<file path="config.mk">
export PLATFORM = sky130hd
export DESIGN_NAME = ser_tx_arbiter
export DESIGN_NICKNAME = d
export VERILOG_FILES = /design/src/rtl/ser_tx_arbiter.sv
export SDC_FILE = /design/constraint.sdc
export NUM_CORES = 1
export LEC_CHECK = 0
export CORE_ASPECT_RATIO = 0.9
export CORE_MARGIN = 4
export CORE_UTILIZATION = 30
export DETAILED_ROUTE_END_ITERATION = 10
export PLACE_DENSITY = 0.64
export SYNTH_ARGS = -nofsm -noshare
export SYNTH_HDL_FRONTEND = slang
export SYNTH_SLANG_ARGS = --single-unit
</file>
<file path="constraint.sdc">
create_clock -name clk -period 2.3 [get_ports clk]
set_input_delay 0.345 -clock clk [delete_from_list [all_inputs] [get_ports clk]]
set_output_delay 0.345 -clock clk [all_outputs]
set_load 0.02 [all_outputs]
</file>
<file path="src/rtl/ser_tx_arbiter.sv">
// ---------------------------------------------------------------------------
// ser_tx_arbiter
//
// Shares one UART serial TX line between NUM_REQ byte producers. Requesters
// are granted round-robin and each granted byte is sent as an 8N1 frame
// (start 0, eight data bits LSB first, stop 1) at CLKDIV clocks per bit.
//
// Handshake: a requester raises req_valid[i] with its byte on
// req_data[8*i+7:8*i] and holds both stable until it sees req_ready[i].
// A transfer happens on the rising clk edge where req_valid[i] & req_ready[i]
// are both high. req_ready is a combinational one-hot grant that is only
// ever high while the transmitter is idle, enable is high and reset is low.
// Dropping req_valid before that edge is legal and simply withdraws the
// request; valids raised while a frame is in flight are not looked at.
//
// Ports
//   clk           system clock, all state on posedge
//   reset         asynchronous, active-high reset
//   enable        1 = new grants allowed; an in-flight frame always completes
//   req_valid     per-requester byte available
//   req_data      byte for requester i at [8*i+7:8*i]
//   req_ready     one-hot grant (combinational, idle only)
//   ser_tx        registered serial line, idles high
//   busy          frame in progress (START..STOP)
//   grant_id      index of the last granted requester
//   byte_cnt      frames completed, wraps 255 -> 0
//   dbg_state     current FSM state (0 IDLE, 1 START, 2 DATA, 3 STOP)
//   dbg_prio_ptr  requester index that has highest priority next
// ---------------------------------------------------------------------------
module ser_tx_arbiter #(
    parameter int NUM_REQ = 4,
    parameter int CLKDIV  = 3,
    localparam int IDW    = (NUM_REQ > 1) ? $clog2(NUM_REQ) : 1,
    localparam int DIVW   = (CLKDIV > 1) ? $clog2(CLKDIV) : 1
) (
    input  logic                 clk,
    input  logic                 reset,
    input  logic                 enable,
    input  logic [NUM_REQ-1:0]   req_valid,
    input  logic [8*NUM_REQ-1:0] req_data,
    output logic [NUM_REQ-1:0]   req_ready,
    output logic                 ser_tx,
    output logic                 busy,
    output logic [IDW-1:0]       grant_id,
    output logic [7:0]           byte_cnt,
    output logic [1:0]           dbg_state,
    output logic [IDW-1:0]       dbg_prio_ptr
);

    typedef enum logic [1:0] {
        S_IDLE  = 2'd0,
        S_START = 2'd1,
        S_DATA  = 2'd2,
        S_STOP  = 2'd3
    } state_t;

    state_t          state_q;
    state_t          state_d;

    logic [DIVW-1:0] div_q;
    logic [2:0]      bit_q;
    logic [7:0]      shift_q;
    logic            ser_tx_q;
    logic            busy_q;
    logic [IDW-1:0]  grant_id_q;
    logic [IDW-1:0]  prio_ptr_q;
    logic [7:0]      byte_cnt_q;

    logic            div_last;
    logic            win_found;
    logic [IDW-1:0]  win_idx;
    logic [IDW:0]    cand;
    logic            arb_go;
    logic [IDW-1:0]  ptr_after;

    // Last clock of the current bit period.
    assign div_last = (div_q == DIVW'(CLKDIV - 1));

    // -----------------------------------------------------------------------
    // Round-robin search: first valid requester at or above prio_ptr,
    // wrapping modulo NUM_REQ. cand is one bit wider so the wrap subtraction
    // never overflows.
    // -----------------------------------------------------------------------
    always_comb begin
        win_found = 1'b0;
        win_idx   = '0;
        cand      = '0;
        for (int k = 0; k < NUM_REQ; k++) begin
            cand = {1'b0, prio_ptr_q} + (IDW+1)'(k);
            if (cand >= (IDW+1)'(NUM_REQ)) begin
                cand = cand - (IDW+1)'(NUM_REQ);
            end
            if (!win_found && req_valid[cand[IDW-1:0]]) begin
                win_found = 1'b1;
                win_idx   = cand[IDW-1:0];
            end
        end
    end

    // A grant is offered (and, because ready is only raised for a valid
    // requester, also taken) whenever we are idle, enabled and someone asks.
    assign arb_go    = (state_q == S_IDLE) && enable && win_found;
    assign ptr_after = (win_idx == IDW'(NUM_REQ - 1)) ? '0 : win_idx + IDW'(1);

    // -----------------------------------------------------------------------
    // FSM state register
    // -----------------------------------------------------------------------
    always_ff @(posedge clk or posedge reset) begin
        if (reset) begin
            state_q <= S_IDLE;
        end else begin
            state_q <= state_d;
        end
    end

    // -----------------------------------------------------------------------
    // FSM next-state logic
    // -----------------------------------------------------------------------
    always_comb begin
        state_d = state_q;
        case (state_q)
            S_IDLE:  if (arb_go)                      state_d = S_START;
            S_START: if (div_last)                    state_d = S_DATA;
            S_DATA:  if (div_last && bit_q == 3'd7)   state_d = S_STOP;
            S_STOP:  if (div_last)                    state_d = S_IDLE;
            default:                                  state_d = S_IDLE;
        endcase
    end

    // -----------------------------------------------------------------------
    // FSM outputs: combinational one-hot grant. Gated by reset so that no
    // grant is ever shown while the block is held in reset.
    // -----------------------------------------------------------------------
    always_comb begin
        req_ready = '0;
        if (arb_go && !reset) begin
            req_ready[win_idx] = 1'b1;
        end
    end

    // -----------------------------------------------------------------------
    // Datapath: bit divider, bit counter, shift register and the registered
    // line. ser_tx is always loaded one edge ahead of the bit it carries, so
    // the start bit appears the cycle right after the handshake edge.
    // -----------------------------------------------------------------------
    always_ff @(posedge clk or posedge reset) begin
        if (reset) begin
            div_q      <= '0;
            bit_q      <= '0;
            shift_q    <= '0;
            ser_tx_q   <= 1'b1;
            busy_q     <= 1'b0;
            grant_id_q <= '0;
            prio_ptr_q <= '0;
            byte_cnt_q <= '0;
        end else begin
            case (state_q)
                S_IDLE: begin
                    if (arb_go) begin
                        shift_q    <= req_data[8*win_idx +: 8];
                        grant_id_q <= win_idx;
                        prio_ptr_q <= ptr_after;
                        ser_tx_q   <= 1'b0;
                        busy_q     <= 1'b1;
                        div_q      <= '0;
                        bit_q      <= '0;
                    end
                end
                S_START: begin
                    if (div_last) begin
                        div_q    <= '0;
                        ser_tx_q <= shift_q[0];
                    end else begin
                        div_q <= div_q + DIVW'(1);
                    end
                end
                S_DATA: begin
                    if (div_last) begin
                        div_q <= '0;
                        if (bit_q == 3'd7) begin
                            ser_tx_q <= 1'b1;
                        end else begin
                            bit_q    <= bit_q + 3'd1;
                            shift_q  <= shift_q >> 1;
                            ser_tx_q <= shift_q[1];
                        end
                    end else begin
                        div_q <= div_q + DIVW'(1);
                    end
                end
                S_STOP: begin
                    if (div_last) begin
                        div_q      <= '0;
                        busy_q     <= 1'b0;
                        byte_cnt_q <= byte_cnt_q + 8'd1;
                    end else begin
                        div_q <= div_q + DIVW'(1);
                    end
                end
                default: begin
                    div_q <= '0;
                end
            endcase
        end
    end

    assign ser_tx       = ser_tx_q;
    assign busy         = busy_q;
    assign grant_id     = grant_id_q;
    assign byte_cnt     = byte_cnt_q;
    assign dbg_state    = state_q;
    assign dbg_prio_ptr = prio_ptr_q;

endmodule

</file>
After elaboration in Yosys (flattened, before gate mapping)
Cells that the tools add are included.

operators by class
  mux-type cells = 48
  magnitude comparators = 10
  shift-type cells = 1
  $add $sub $neg = 11
  eq/ne operators = 12
  reductions and logical operators = 23

operators by type and width
  cell                 number
  $shiftx 32x6->8      1
  $mux 2               15
  $mux 8               3
  $pmux 8 s2           1
  $lt 2x3->1 const B   5
  $mux 1               15
  $ne 2x2->1 const B   6
  $reduce_and 4->1     3
  $ge 3x3->1 const B   3
  $mux 3               3
  $add 8x1->8 const B  1
  $bmux 1 s2           4
  $eq 2x2->1 const B   4
  $logic_and 1x1->1    8
  $pmux 2 s4           1
  $sub 2x1->2 const B  4
  $add 2x2->3 const B  2
  $pmux 3 s2           1
  $add 2x1->2 const B  2
  $logic_not 1->1      4
  $mux 4               1
  $pmux 2 s2           1
  $reduce_and 2->1     2
  $reduce_bool 2->1    2
  other kinds (13)     13

storage, ports and cells
  register bits after elaboration = 29
  word-level logic and storage cells = 114
  output and inout port bits = 20

Longest topological paths before layout
Gate-level depths: netlist of run 1.

  word-level depth = 19
  mapped depth = 8
  mapped depth without buffers = 8

Worst setup path after synthesis of run 1
OpenSTA, ideal clock, no wires.

  path type = reg-to-output
  from = register prio_ptr_q[0], in the netlist dbg_prio_ptr[0]
  to = output port req_ready[2]
  setup slack = 295 ps
  arrival = 1660 ps
  stages on the path, launching flop included = 9
  cell sequence = dfrtp_1 nand2b_1 nor2b_1 o22ai_1 buf_6 buf_12 inv_1 ha_1 and2_1

on the way
  longest elaborated chain between the ends = 19
  elaborated cells between the ends (all ways) = 45
  classes of those cells = add/sub: 7; order compare: 6; mux: 23; reduce/logical: 9

RTL lines
  item                                                                   line  RTL
  from (decl)                                                            66    logic [IDW-1:0] prio_ptr_q;
  from (signal assigned)                                                 162   prio_ptr_q <= ptr_after;
  parallel branches: the longest is 13 deep, another holds $add 2x1->3   n/a
  $mux 2 (*)                                                             93    if (!win_found && req_valid[cand[IDW-1:0]]) begin
  named net win_idx[1]                                                   71    logic [IDW-1:0] win_idx;
  $lt 2x3->1 (implied by the code) / $ge 2x1->1 (equally long branches)  137   req_ready[win_idx] = 1'b1;
  $logic_and 1x1->1 (implied by the code)                                137
  $mux 1 (implied by the code)                                           137
  $demux 1 s2 (*)                                                        137
  $mux 4 (*)                                                             136   if (arb_go && !reset) begin
  to (decl)                                                              41    output logic [NUM_REQ-1:0] req_ready,

Mark *: on every way through the listed nets, which the timed path passes. The select of a mux whose other input is x is not followed.

Worst setup path in the final report of run 1
  from = register prio_ptr_q[1], in the netlist dbg_prio_ptr[1]
  to = output port req_ready[0]

on the way
  longest elaborated chain between the ends = 19
  elaborated cells between the ends (all ways) = 45
  classes of those cells = add/sub: 7; order compare: 6; mux: 23; reduce/logical: 9

RTL lines
  item                                                                  line
  parallel branches: the longest is 18 deep, another holds $add 2x1->3  n/a
  $mux 4 (*)                                                            136

Every way passes the cells marked *. The select of a mux whose other input is x is not followed.

==> impl_results.md, run 1 <==
* Count of antenna-violating nets left after detailed routing at 0
* Total detailed-routing wirelength at about 4 mm
* Clock sink total at 29
* Seq cells post-synth at 29
* Count of pins on the block boundary at approximately 60
* Initial standard-cell utilization of the core at 31.3%
* CP required at 1.96 ns
* Startpoint-to-endpoint class of the critical path: flip-flop to output port
* Routability cong. at 0.791
* Final worst hold slack at 0.469 ns
* Layout Cell Area excl Fill at 2660 um^2
* Grt ovf at 0
* Cell area power density at 1060 nW/um^2
* Number of clock buffers inserted by TritonCTS at 5
* Fraction of power consumed by combinational cells at 55.2%
* Sw Ratio at a little under two fifths
* Pin count of the biggest net entering global routing at 30
* GRT Total Usage at 11.7%
* Detailed router's first-iteration violation count at 92
* EDFF count, synth at 0
* Number of hold-repair buffers added at the cts stage at 0
* Post-route DRC violation count at 0
* Endpoint class of the critical path: output port
* Post-detail-place hpwl at ~3.1 mm
* Clock Skews at ~0.0024 ns
* Initial DRT Pass Iterations at 4
* Max-capacitance violation count at 0
* Final core area utilization at a little under half
* Horizontal die dimension at 89.7 um
* Final routed wire length divided by cell count at 12.2 um
* Synthesized instance count at ~180
* Clock tree from TritonCTS: yes
* Proportion of layout cells with a drive suffix above 1 at about 15%
* Post-detailed-placement cell area at 2550 um^2
* First-pass GRT wire length at around 7 mm
* Worst-margin pin slew at 0.557 ns
* Vias at ~1.5k
* Static leakage power at between 1 and 1.5 nW
* Yosys warning count at 0
* Max-slew headroom at 62.7%
* Peak fanout along the critical path at 6
* Syn nets at 233
* Outcome: completed
* Setup WS post-layout at 0.107 ns
* Setup slack after placement at -0.380 ns
* Mean instance size in the synthesized netlist at 9.96 um^2
* Deepest clock path buffer count at 2
* Leading cell type in the layout, fill and taps excluded: sky130_fd_sc_hd__clkdlybuf4s50_1
* Final min period at 2.19 ns
* Signed area change from the synthesized netlist to the final layout at 47.4%
* Total count of max-transition violations in the final report at 0
* Top FF cell, synth: sky130_fd_sc_hd__dfrtp_1
* Asr flop ratio synth at 100%
* Worst skew pair latency at 0.28 ns
* Vias in the first global route at 1663
* Clock Root Buffer: sky130_fd_sc_hd__clkbuf_8
* Sequential power share at slightly below 30%
* NumNets Final at approximately 300
* Path class of the lowest-slack min-delay path: flip-flop to flip-flop
* Synth unique cells at 33
* Net switching power at 0.00107 W
* Count of endpoints failing setup in the final report at 0
* Die ar. at 7320 um^2
* Maximum vdd drop at 0.338 mV
* Final worst path period share at 95.4%
* Placeable core area at between 5000 and 6000 um^2
* Sequential fraction of the synthesis area at between 40% and 50%
* Startpoint type of the worst setup path: flip-flop
* Depth of the CTS H-tree at 2
* Diodes inserted at 0
* Cell Area, Synth at 1800 um^2
* Number of vias per cell after detailed routing at 4.70
* Achievable clock frequency at about 460 MHz
* Commonest cells after routing, fill and taps aside: sky130_fd_sc_hd__clkdlybuf4s50_1 (50), sky130_fd_sc_hd__dfrtp_1 (27), sky130_fd_sc_hd__nand2_1 (24), sky130_fd_sc_hd__mux2i_1 (23)
* Clk network pwr share at about 15%
* I/O Buffers at 58
* Number of hold violations in the final report at 0
* Antenna violations before repair at 0
* Die Y at around 82 um
* Placement row count at 26
* RSZ-0062 raised after global routing: no
* Total Power Consumption at 0.00281 W
* Data arrival, critical path at 1.85 ns
* Internal Dissipation at 0.00174 W
* Clock transition time at the flip-flop clock pins of the worst setup and hold paths at 0.06 ns
-- metal layers --
metal | vias up | part of all wire [%] | global-route usage [%]
met5 | - | 0 | 0
met4 | 0 | 1.1 | 3.22
met3 | 5 | 6.0 | 4.40
met2 | 30 | 49 | 21.7
met1 | 726 | 44 | 12.8
li1 | 782 | - | -
-- synth_stat cells, types with 2 or more instances --
cell type | n | share of area (%)
sky130_fd_sc_hd__a21oi_1 | 2 | 0.56
sky130_fd_sc_hd__a221o_1 | 7 | 3.9
sky130_fd_sc_hd__and2_1 | 5 | 1.7
sky130_fd_sc_hd__buf_4 | 2 | 0.83
sky130_fd_sc_hd__dfrtp_1 | 28 | 39
sky130_fd_sc_hd__ha_1 | 13 | 9.0
sky130_fd_sc_hd__inv_1 | 9 | 1.9
sky130_fd_sc_hd__mux2_2 | 5 | 3.1
sky130_fd_sc_hd__mux2i_1 | 23 | 13
sky130_fd_sc_hd__nand2_1 | 24 | 5.0
sky130_fd_sc_hd__nand2b_1 | 3 | 1.0
sky130_fd_sc_hd__nand3_1 | 5 | 1.4
sky130_fd_sc_hd__nor2_1 | 16 | 3.3
sky130_fd_sc_hd__nor2b_1 | 3 | 1.0
sky130_fd_sc_hd__nor3_1 | 3 | 0.83
sky130_fd_sc_hd__o21ai_0 | 10 | 2.8
sky130_fd_sc_hd__o22ai_1 | 2 | 0.69
sky130_fd_sc_hd__xnor2_1 | 4 | 1.9
sky130_fd_sc_hd__xor2_1 | 3 | 1.5
-- registers in the layout (all words and copies together), names as in the netlist --
name,cells
byte_cnt,8
shift_q,8
bit_q,3
dbg_prio_ptr,2
dbg_state,2
div_q,2
grant_id,2
busy,1
ser_tx,1
-- logic make-up after synthesis --
family          count (synthesis)  synth area share (%)
mux                            28                  15.9
simple gates                   61                  15.2
xor+xnor                        7                  3.40
buf+inv                        15                  4.93
flops                          29                  40.3
compound gates                 28                  11.2
fa+ha+maj                      13                  9.02
-- critical path, stage by stage (launching register included) --
cell,delay (ns)
sky130_fd_sc_hd__dfrtp_2,0.44
sky130_fd_sc_hd__a21o_1,0.18
sky130_fd_sc_hd__a21oi_2,0.14
sky130_fd_sc_hd__o22ai_2,0.12
sky130_fd_sc_hd__buf_4,0.15
sky130_fd_sc_hd__ha_1,0.16
sky130_fd_sc_hd__and2_1,0.13
sky130_fd_sc_hd__clkdlybuf4s15_2,0.24
-- metrics by stage --
stage / std cells / TNS [ns]
global route: 328 / 0
global placement: 318 / -2.52
CTS: 328 / 0
floorplan: 181 / 0
detailed placement: 318 / -2.61
finish: 328 / 0
-- path summary, 6_finish.rpt --
kind,cells past startpoint,slack [ns],from,endpoint
max,7,0.11,dbg_prio_ptr[1],req_ready[0]
min,1,0.47,byte_cnt[7],byte_cnt[7]
max reg2reg,8,0.23,dbg_prio_ptr[0],shift_q[2]
min reg2reg,1,0.47,byte_cnt[7],byte_cnt[7]
max in group asynchronous,3,1.50,reset,ser_tx
min in group asynchronous,3,0.49,reset,dbg_prio_ptr[1]
-- power groups by stage --
stage / combinational (W) / clock (W) / sequential, W
floorplan: 0.000909 / 0 / 0.000929
global placement: 0.00151 / 0 / 0.000839
detailed placement: 0.00154 / 0 / 0.000844
CTS: 0.00158 / 0.000440 / 0.000829
global route: 0.00174 / 0.000472 / 0.000860
finish: 0.00155 / 0.000428 / 0.000830
-- area by class of cell --
type                            count  area, um^2
Clock buffer                        8        90.1
Fill cell                         561        3100
Inverter                            9        33.8
Multi-Input combinational cell    137        1010
Sequential cell                    29         728
Tap cell                           70        87.6
Timing Repair Buffer               75         706
-- timing repair --
item	in CTS	in global routing
pin swaps	2	1
endpoints found under the setup margin	4	3
gates resized for setup	12	5
buffers inserted	2	0
Note: power is estimated with default switching activity, not from simulation.
==> run 2: changes to the inputs <==
--- a/config.mk
+++ b/config.mk
@@ -13,3 +13,4 @@
 export SYNTH_ARGS = -nofsm -noshare
 export SYNTH_HDL_FRONTEND = slang
 export SYNTH_SLANG_ARGS = --single-unit
+export TNS_END_PERCENT = 5
==> results of run 2 <==
Final layout, timing and power as in run 1 (identical DEF).
